[src/rtl/tc_pkg.sv]
// Shared encodings for the round-robin traffic-light controller.
package tc_pkg;

    localparam int unsigned LIGHT_W = 3;

    localparam logic [LIGHT_W-1:0] LT_GREEN  = 3'b001;
    localparam logic [LIGHT_W-1:0] LT_YELLOW = 3'b010;
    localparam logic [LIGHT_W-1:0] LT_RED    = 3'b100;

    typedef enum logic [1:0] {
        GREEN  = 2'd0,
        YELLOW = 2'd1,
        ALLRED = 2'd2
    } phase_e;

endpackage

[src/rtl/tc_rr_pick.sv]
// Combinational round-robin search: first requester after cur_i, wrapping, excluding cur_i.
module tc_rr_pick #(
    parameter int unsigned N_WAY = 2
) (
    input  logic [N_WAY-1:0]         req_i,
    input  logic [$clog2(N_WAY)-1:0] cur_i,
    output logic [$clog2(N_WAY)-1:0] next_o,
    output logic                     valid_o
);

    localparam int unsigned IDX_W = $clog2(N_WAY);

    // Walk offsets from farthest to nearest so the nearest requester wins.
    always_comb begin
        next_o  = cur_i;
        valid_o = 1'b0;
        for (int unsigned k = N_WAY - 1; k > 0; k--) begin
            if (req_i[IDX_W'((32'(cur_i) + k) % N_WAY)]) begin
                next_o  = IDX_W'((32'(cur_i) + k) % N_WAY);
                valid_o = 1'b1;
            end
        end
    end

endmodule

[src/rtl/tc_rr_ctrl.sv]
// N-way traffic-light controller: round-robin service with min/max green,
// fixed yellow and optional all-red clearance; all lights registered.
module tc_rr_ctrl
    import tc_pkg::*;
#(
    parameter int unsigned N_WAY      = 2,
    parameter int unsigned MIN_GREEN  = 4,
    parameter int unsigned MAX_GREEN  = 16,
    parameter int unsigned YELLOW_CYC = 2,
    parameter int unsigned ALLRED_CYC = 1
) (
    input  logic                     CLK,
    input  logic                     R,
    input  logic [N_WAY-1:0]         T,
    output logic [3*N_WAY-1:0]       L,
    output logic [$clog2(N_WAY)-1:0] G_IDX,
    output logic [1:0]               PH
);

    localparam int unsigned IDX_W   = $clog2(N_WAY);
    localparam int unsigned TMR_A   = (MAX_GREEN > YELLOW_CYC) ? MAX_GREEN : YELLOW_CYC;
    localparam int unsigned TMR_MAX = (TMR_A > ALLRED_CYC) ? TMR_A : ALLRED_CYC;
    localparam int unsigned TMR_W   = $clog2(TMR_MAX + 1);
    localparam logic [3*N_WAY-1:0] L_RST = {{(N_WAY-1){LT_RED}}, LT_GREEN};

    if (N_WAY < 2 || N_WAY > 8) begin : g_bad_nway
        $error("tc_rr_ctrl: N_WAY must be in 2..8");
    end
    if (MAX_GREEN < MIN_GREEN || MIN_GREEN < 1 || YELLOW_CYC < 1) begin : g_bad_timing
        $error("tc_rr_ctrl: need 1 <= MIN_GREEN <= MAX_GREEN and YELLOW_CYC >= 1");
    end

    phase_e               state_q, state_d;
    logic [TMR_W-1:0]     tmr_q, tmr_d;
    logic [TMR_W:0]       tmr_inc;
    logic [IDX_W-1:0]     gidx_q, gidx_d;
    logic [IDX_W-1:0]     next_q, next_d;
    logic [3*N_WAY-1:0]   l_q, l_d;
    logic [IDX_W-1:0]     pick_idx;
    logic                 other_dem;
    logic [N_WAY-1:0]     non_red;

    tc_rr_pick #(.N_WAY(N_WAY)) u_pick (
        .req_i   (T),
        .cur_i   (gidx_q),
        .next_o  (pick_idx),
        .valid_o (other_dem)
    );

    assign tmr_inc = {1'b0, tmr_q} + (TMR_W+1)'(1);

    // State and datapath registers.
    always_ff @(posedge CLK or posedge R) begin
        if (R) begin
            state_q <= GREEN;
            tmr_q   <= '0;
            gidx_q  <= '0;
            next_q  <= '0;
            l_q     <= L_RST;
        end else begin
            state_q <= state_d;
            tmr_q   <= tmr_d;
            gidx_q  <= gidx_d;
            next_q  <= next_d;
            l_q     <= l_d;
        end
    end

    // Next-state: exit decision uses the count including the current cycle.
    always_comb begin
        state_d = state_q;
        unique case (state_q)
            GREEN: begin
                if (other_dem && tmr_inc >= (TMR_W+1)'(MIN_GREEN)
                    && (!T[gidx_q] || tmr_inc >= (TMR_W+1)'(MAX_GREEN))) begin
                    state_d = YELLOW;
                end
            end
            YELLOW: begin
                if (tmr_inc >= (TMR_W+1)'(YELLOW_CYC)) begin
                    state_d = (ALLRED_CYC == 0) ? GREEN : ALLRED;
                end
            end
            ALLRED: begin
                if (tmr_inc >= (TMR_W+1)'(ALLRED_CYC)) begin
                    state_d = GREEN;
                end
            end
            default: state_d = GREEN;
        endcase
    end

    // Timer, handover target and current owner.
    always_comb begin
        tmr_d  = tmr_q;
        gidx_d = gidx_q;
        next_d = next_q;
        if (state_d != state_q) begin
            tmr_d = '0;
        end else if (state_q != GREEN || tmr_q != TMR_W'(MAX_GREEN)) begin
            tmr_d = tmr_q + TMR_W'(1);
        end
        if (state_q == GREEN && state_d == YELLOW) begin
            next_d = pick_idx;
        end
        if (state_q != GREEN && state_d == GREEN) begin
            gidx_d = next_q;
        end
    end

    // Light pattern for the upcoming cycle, registered so lights never glitch.
    always_comb begin
        l_d = '0;
        for (int unsigned i = 0; i < N_WAY; i++) begin
            if (gidx_d == IDX_W'(i) && state_d == GREEN) begin
                l_d[3*i +: 3] = LT_GREEN;
            end else if (gidx_d == IDX_W'(i) && state_d == YELLOW) begin
                l_d[3*i +: 3] = LT_YELLOW;
            end else begin
                l_d[3*i +: 3] = LT_RED;
            end
        end
    end

    assign L     = l_q;
    assign G_IDX = gidx_q;
    assign PH    = state_q;

    always_comb begin
        non_red = '0;
        for (int unsigned i = 0; i < N_WAY; i++) begin
            non_red[i] = (l_q[3*i +: 3] != LT_RED);
        end
    end

    a_single_non_red: assert property (@(posedge CLK) disable iff (R) $onehot0(non_red));

endmodule

[config.mk]
export PLATFORM = sky130hd
export DESIGN_NAME = tc_rr_ctrl
export DESIGN_NICKNAME = d
export VERILOG_FILES = /design/src/rtl/tc_pkg.sv /design/src/rtl/tc_rr_pick.sv /design/src/rtl/tc_rr_ctrl.sv
export SDC_FILE = /design/constraint.sdc
export NUM_CORES = 1
export LEC_CHECK = 0
export CAP_MARGIN = 15
export CELL_PAD_IN_SITES_DETAIL_PLACEMENT = 0
export CELL_PAD_IN_SITES_GLOBAL_PLACEMENT = 1
export CORE_ASPECT_RATIO = 1.1
export CORE_MARGIN = 2
export CORE_UTILIZATION = 42
export DETAILED_ROUTE_END_ITERATION = 8
export MAX_ROUTING_LAYER = met4
export PLACE_DENSITY = 0.89
export RECOVER_POWER = 50
export SLEW_MARGIN = 15
export SYNTH_ARGS = -nofsm -noshare
export SYNTH_HDL_FRONTEND = slang
export SYNTH_HIERARCHICAL = 1
export SYNTH_SLANG_ARGS = --single-unit
[constraint.sdc]
create_clock -name CLK -period 5.6 [get_ports CLK]
set_input_delay 1.12 -clock CLK [delete_from_list [all_inputs] [get_ports CLK]]
set_output_delay 1.12 -clock CLK [all_outputs]
set_load 0.02 [all_outputs]
== Word level (Yosys, flattened, before mapping) ==
Cells that the tools add are included.
Storage, ports and cells
  bits in registers: 15
  input port bits: 4
  output and inout port bits: 9
  word-level logic and storage cells: 52
Cells by class
  add/sub/neg operators: 3
  magnitude comparators: 6
  equal/unequal tests: 5
  multiplexer cells: 17
  bitwise gates (word level): 1
  reductions and logical operators: 15
Operator list (number)
  $mux W3: 4
  $mux W5: 2
  $logic_and A1 B1 Y1: 8
  $mux W1: 7
  $add A5 B1 Y6 const B: 1
  $ge A6 B1 Y1 const B: 1
  $ge A6 B2 Y1 const B: 1
  $ge A6 B3 Y1 const B: 1
  $ge A6 B5 Y1 const B: 1
  $mux W2: 3
  $pmux W2 S3: 1
  $add A5 B1 Y5 const B: 1
  $ne A5 B5 Y1 const B: 1
  $eq A2 B1 Y1 const B: 2
  $logic_not A2 Y1: 2
  $lt A1 B2 Y1 const B: 2
  $reduce_bool A2 Y1: 2
  $eq A2 B2 Y1 const B: 1
  $logic_or A1 B1 Y1: 2
  $ne A2 B2 Y1: 1
  $add A1 B1 Y1 const B: 1
  $logic_not A1 Y1: 1
  $not A1 Y1: 1

== Logic depth before layout (Yosys ltp) ==
Gate-level depths: netlist of the first run.
  depth in word-level cells: 15
  gate-level depth with buffers: 6
  gate-level depth less buffers: 5

== Cells and area by module ==
Netlist of the first run, hierarchy kept.
Modules (own cells, without submodules)
  tc_rr_ctrl: times used 1, cells each 73, area each 795.8 um^2, seq. area each 377.9 um^2
  tc_rr_pick: times used 1, cells each 3, area each 23.8 um^2, seq. area each 0.0 um^2

== Least setup slack after synthesis of the first run ==
No wires, ideal clock.
  path type: input to register
  start point: in T[1]
  end point: reg next_q
  setup time: 0.125 ns
  arrival: 2.182 ns
  required time: 5.475 ns
  path slack: 3.293 ns
  stages on the path: 3
  path buffers: 0
  cell sequence: mux2_1 > a221oi_4 > mux2_4
On the way
  longest elaborated chain between the ends: 9
  elaborated cells between the ends (all ways): 14
  classes of those cells: 1 x eq/ne; 8 x mux; 5 x reduce/logical
RTL lines
  from (decl): RTL line tc_rr_ctrl.sv:14  | input logic [N_WAY-1:0] T,
  $mux W1 (on tied branches) (2 in a row): RTL line tc_rr_pick.sv:18, tc_rr_ctrl.sv:75
  $mux W1 or $logic_not A1 Y1 (tied branches): RTL line tc_rr_pick.sv:18, tc_rr_ctrl.sv:75
  $logic_and A1 B1 Y1 or $logic_or A1 B1 Y1 (tied branches): RTL line tc_rr_ctrl.sv:74, tc_rr_ctrl.sv:75
  $logic_and A1 B1 Y1: RTL line tc_rr_ctrl.sv:75  | && (!T[gidx_q] || tmr_inc >= (TMR_W+1)'(MAX_GREEN))) begin
  $mux W2: RTL line tc_rr_ctrl.sv:74  | if (other_dem && tmr_inc >= (TMR_W+1)'(MIN_GREEN)
  $pmux W2 S3: RTL line tc_rr_ctrl.sv:72  | unique case (state_q)
  $eq A2 B1 Y1: RTL line tc_rr_ctrl.sv:103  | if (state_q == GREEN && state_d == YELLOW) begin
  $logic_and A1 B1 Y1: RTL line tc_rr_ctrl.sv:103
  to (signal assigned): RTL line tc_rr_ctrl.sv:64  | next_q <= next_d;
  to (decl): RTL line tc_rr_ctrl.sv:37  | logic [IDX_W-1:0] next_q, next_d;
Several ways; a longest one is shown, not always the timed one. The select of a mux whose other input is x is not followed.
A chain may end at the register's enable or synchronous reset.

== Worst setup path after layout of the first run ==
  start point: reg gidx_q (netlist: G_IDX)
  end point: out G_IDX
RTL lines
  from (decl): RTL line tc_rr_ctrl.sv:36  | logic [IDX_W-1:0] gidx_q, gidx_d;
  from (signal assigned): RTL line tc_rr_ctrl.sv:63  | gidx_q <= gidx_d;
  to (decl): RTL line tc_rr_ctrl.sv:16  | output logic [$clog2(N_WAY)-1:0] G_IDX,
No word-level cell between the ends.

==> impl_metrics.toml, run 1 <==
[run_status]
status = "finished clean"

[cells_and_area]
fin_nets = 99
nFillCells = 162
antenna_cells = 0
final_cell_mix = "dfrtp_1 (13), clkdlybuf4s50_1 (11), nand2_1 (7)"
syn2layout_area_growth_pct = 20.2
final_common_cell = "dfrtp_1"
drive_above_1_share_pct = 11.0

[synthesis]
syn_avg_cell_area_um2 = 10.8
async_reset_ff_share_pct = 100
syn-cell-area_um2 = 820
synth-edff-count = 0
netlist_instances = 76
synth_flop_cell = "dfrtp_1"
syn-num-nets = 83
synth_cell_types = 30
synth_seq_cells = 15
ys_warn_count = 6
ys_seq_area_share_pct = 46.1

[die]
die_w_um = 46.1
die_area_mm2 = 0.00232
rows = 16
start_util_pct = 45.5
core_area_mm2 = 0.00180
ioPinCount = 13
dieHeight_um = 50.3

[sta]
fin_crit_ps = 2610
rsz0062_at_grt = "no"
fin_skew_ps = 5.97
slew_viol_final = 0
fin_setup_tns_ps = 0
max_slew_margin_pct = 60.8
worstMarginPinSlew_ps = 582
finalSetupViolations = 0
min_period_over_period_pct = 46.5
hold_viol = 0
fmax_ghz = 0.384
final.setup.worst_slack_ps = 2990

[setup_path]
critical-path-top-delay-family = "buffers and inverters"
worst-path-max-fanout = 9
slowest_delay_ps = 670
cp_data_arrival_time_ps = 1490
slowest_stage = "clkdlybuf4s50_1"
crit_chain = "clkdlybuf4s50_1"
critPathBufInv = 1
cp-start-kind = "flop"
cp.required_ps = 4480
crit_path_end_kind = "primary output"
crit_type = "flop to primary output"

[global_route]
track_usage_pct = 15.8
grt_pass1_vias = 576
overflow = 0
antenna_found_initial = 0
grt_max_degree = 16
grt_pass1_wl_um = 2590

[placed_design]
portBuffers = 12
routabilityCongestion = 0.968
place_hpwl_um = 1190
dp_slack_ps = 2760

[clock_tree]
cts_tree = "yes"
hold_buffers = 0
clkSlewWorstSetupHoldPaths_ps = 90
clkLatencyLatePin_ps = 280
cts_resized = 0
cts_root_buf = "clkbuf_4"
cts_buffer_depth = 2
numCtsBuffers = 3
cts_sinks = 15
htreeDepth = 1
post_cts_buffers = 0

[drt]
drt_wl_total_um = 1540
route.detailed.drc = 0
num_vias = 636
first_iter_violations = 16
firstDrtPassIters = 4
ant_nets = 0
vias_per_cell = 5.83
wl_per_cell_um = 14.1

[run]
drv_cap = 0

[pwr]
powerDensity_mw_per_mm2 = 595
finalPower_uw = 586
ir_drop_uv = 275
leakage_nw = 0.438

[min_path]
min_path_type = "flop to flop"
==> cell usage after synthesis (all sizes together), types with 2 or more instances <==
master,instances,share of area (%)
dfrtp,13,40
o311ai,2,2.1
a21oi,6,3.7
nor2,4,2.1
nand3,2,1.2
o21a,3,2.7
xor2,3,3.2
mux2i,3,3.7
nand2,7,3.2
mux2,3,5.0
a211oi,5,4.6
dfstp,2,6.4
ha,3,4.6
o21ai,2,1.2
inv,5,2.3
==> power breakdown <==
group / switching [mW] / internal [mW] / leakage, nW
Combinational: 0.174 / 0.143 / 0.231
Clock: 0.0334 / 0.0265 / 0.0177
Sequential: 0.0488 / 0.160 / 0.189
==> cell type report <==
class / count / area, um^2 / area share (%)
clock inverter: 1 / 5.00 / 0.508
inverter: 5 / 18.8 / 1.91
timing repair buffer: 12 / 120 / 12.2
multi-input combinational: 55 / 418 / 42.4
clock buffer: 3 / 22.5 / 2.29
sequential: 15 / 378 / 38.4
tap: 18 / 22.5 / 2.29
==> flip-flops by register name, indices dropped and copies added, names as in the netlist <==
| name | count |
|---|---|
| G_IDX | 1 |
| tmr_q | 5 |
| next_q | 1 |
| PH | 2 |
| L | 6 |
==> layer usage <==
layer  part of all wire, %  up-vias  GRT usage [%]
met5                     0        -              -
met4                     0        0           3.33
met3                   7.7        0           6.12
met2                    49       24           24.8
met1                    43      303           19.2
li1                      -      309              -
==> cell families (layout without fill, tap and decap cells) <==
family,after synthesis,count (layout),share of synthesized area (%)
adders and majority gates,3,3,4.58
xor gates and xnor gates,4,4,4.28
and+or+nand+nor,19,19,11.3
muxes,6,6,8.70
AOI/OAI and AO/OA,23,23,22.1
buffers and inverters,6,21,2.90
DFF,15,15,46.1
==> final timing paths <==
check	from	endpoint	slack, ps	cells after the start
max	G_IDX$_DFF_PP0_	G_IDX	2990	1
min	next_q$_DFFE_PP0P_	next_q$_DFFE_PP0P_	560	1
max reg2reg	tmr_q[0]$_DFFE_PP0P_	tmr_q[1]$_DFFE_PP0P_	3550	5
min reg2reg	next_q$_DFFE_PP0P_	next_q$_DFFE_PP0P_	560	1
max in group asynchronous	R	L[0]$_DFF_PP1_	3920	2
min in group asynchronous	R	L[3]$_DFF_PP0_	1310	2
==> metrics by stage <==
| step | hold slack [ps] | cells | utilization [%] | instance area [um^2] |
|---|---|---|---|---|
| after floorplan | 504 | 76 | - | 820 |
| after global placement | 546 | 105 | 53.1 | 957 |
| after detailed placement | 538 | 105 | 53.1 | 957 |
| after CTS | 567 | 109 | 54.7 | 985 |
| after global routing | 579 | 109 | 54.7 | 985 |
| final | 564 | 109 | 54.7 | 985 |
(Power assumes the default switching activity.)
==> run 2, diff against run 1 <==
--- a/config.mk
+++ b/config.mk
@@ -10,10 +10,10 @@
 export CELL_PAD_IN_SITES_GLOBAL_PLACEMENT = 1
 export CORE_ASPECT_RATIO = 1.1
 export CORE_MARGIN = 2
-export CORE_UTILIZATION = 42
+export CORE_UTILIZATION = 36
 export DETAILED_ROUTE_END_ITERATION = 8
 export MAX_ROUTING_LAYER = met4
-export PLACE_DENSITY = 0.89
+export PLACE_DENSITY = 0.82
 export RECOVER_POWER = 50
 export SLEW_MARGIN = 15
 export SYNTH_ARGS = -nofsm -noshare
==> constraint.sdc (replaced) <==
create_clock -name CLK -period 2.3 [get_ports CLK]
set_input_delay 0.46 -clock CLK [delete_from_list [all_inputs] [get_ports CLK]]
set_output_delay 0.46 -clock CLK [all_outputs]
set_load 0.02 [all_outputs]
==> run 2 against run 1 <==
Net effect: total power rose by 150%; highest routed layer is now met4; critical endpoint is now tmr_q[0]$_DFFE_PP0P_; die area rose by 15%; clock power rose to 2.6 times the previous value.
==> impl_metrics.toml, run 2 (synthesis gave the netlist of run 1 again) <==
[drt]
drt_wl_total_um = 1620
num_vias = 624
route.detailed.drc = 0
firstDrtPassIters = 3
wl_per_cell_um = 13.3
vias_per_cell = 5.11
ant_nets = 0
first_iter_violations = 1

[die]
ioPinCount = 13
die_w_um = 49.5
rows = 18
start_util_pct = 37.1
core_area_mm2 = 0.00221
dieHeight_um = 54.0
die_area_mm2 = 0.00267

[clock_tree]
numCtsBuffers = 3
cts_sinks = 15
hold_buffers = 0
htreeDepth = 1
cts_buffer_depth = 2
cts_root_buf = "clkbuf_4"
clkSlewWorstSetupHoldPaths_ps = 90
cts_tree = "yes"
post_cts_buffers = 0
cts_resized = 0
clkLatencyLatePin_ps = 290

[global_route]
grt_max_degree = 16
track_usage_pct = 15.3
grt_pass1_vias = 627
antenna_found_initial = 0
grt_pass1_wl_um = 2900
overflow = 0

[cells_and_area]
syn2layout_area_growth_pct = 23.2
antenna_cells = 0
final_common_cell = "dfrtp_1"
largest_register_ffs = 6
drive_above_1_share_pct = 12.0
fin_nets = 100
final_core_util_pct = 45.7
final_cell_mix = "dfrtp_1 (13), nand2_1 (7), clkdlybuf4s50_1 (7)"

[setup_path]
worst-path-max-fanout = 6
crit_type = "flop to flop"
regToRegSetupSlack_ps = 340
r2r_end = "tmr_q[0]$_DFFE_PP0P_"
cp.required_ps = 2490
r2r_cells = 5
cp-start-kind = "flop"
cp-startpoint = "tmr_q[0]$_DFFE_PP0P_"
r2r_start = "tmr_q[0]$_DFFE_PP0P_"
crit_path_end = "tmr_q[0]$_DFFE_PP0P_"
cp_data_arrival_time_ps = 2150
crit_path_end_kind = "flop"

[placed_design]
dp_slack_ps = 273
place_hpwl_um = 1260
routabilityCongestion = 0.766
portBuffers = 12

[sta]
slew_viol_final = 0
worstMarginPinSlew_ps = 564
hold_viol = 0
min_period_over_period_pct = 85.4
finalSetupViolations = 0
fin_crit_ps = 1960
fmax_ghz = 0.509
final.setup.worst_slack_ps = 337
fin_setup_tns_ps = 0
fin_skew_ps = 5.28
max_slew_margin_pct = 62.4
hold_ws_ps = 562
rsz0062_at_grt = "no"

[pwr]
ir_drop_uv = 513
leakage_nw = 0.449
powerDensity_mw_per_mm2 = 1420
finalPower_mw = 1.44

[min_path]
min_path_type = "flop to flop"

[run]
drv_cap = 0

[run_status]
status = "finished clean"
-- run 2: where the power goes --
group | leakage, nW | internal [mW] | switching, mW
Sequential | 0.189 | 0.388 | 0.121
Combinational | 0.246 | 0.348 | 0.424
Clock | 0.0139 | 0.0661 | 0.0889
-- run 2: metrics by stage --
step           instance area, um^2  std cells
3_3_place_gp                   980        118
2_1_floorplan                  820         76
5_1_grt                       1010        122
3_5_place_dp                   980        118
6_report                      1010        122
4_1_cts                       1010        122
-- run 2: worst max-delay path, stage by stage, from the launching register on --
cell,delay [ps]
dfrtp_1,460
ha_1,280
or2_1,250
o21a_1,160
or3_1,460
a211oi_1,260
-- run 2: layout make-up --
class	count	area [um^2]
clock buffer	3	22.5
fill	223	1200
inverter	5	18.8
clock inverter	1	7.51
multi-input combinational	55	418
sequential	15	378
tap	30	37.5
timing repair buffer	13	128
-- run 2: worst min path at each step --
stage,startpoint,cells after the start,end
final,next_q$_DFFE_PP0P_,1,next_q$_DFFE_PP0P_
after floorplan,R,1,G_IDX$_DFF_PP0_
after CTS,R,2,L[2]$_DFF_PP0_
after global placement,next_q$_DFFE_PP0P_,1,next_q$_DFFE_PP0P_
after detailed placement,next_q$_DFFE_PP0P_,1,next_q$_DFFE_PP0P_
after global routing,next_q$_DFFE_PP0P_,1,next_q$_DFFE_PP0P_
-- run 2: layer usage --
layer	vias to the layer above	track usage [%]	part of all wire, %
met5	-	-	0
met4	0	8.80	1.9
met3	4	2.50	2.7
met2	11	26.1	53
met1	296	17.3	42
li1	313	-	-
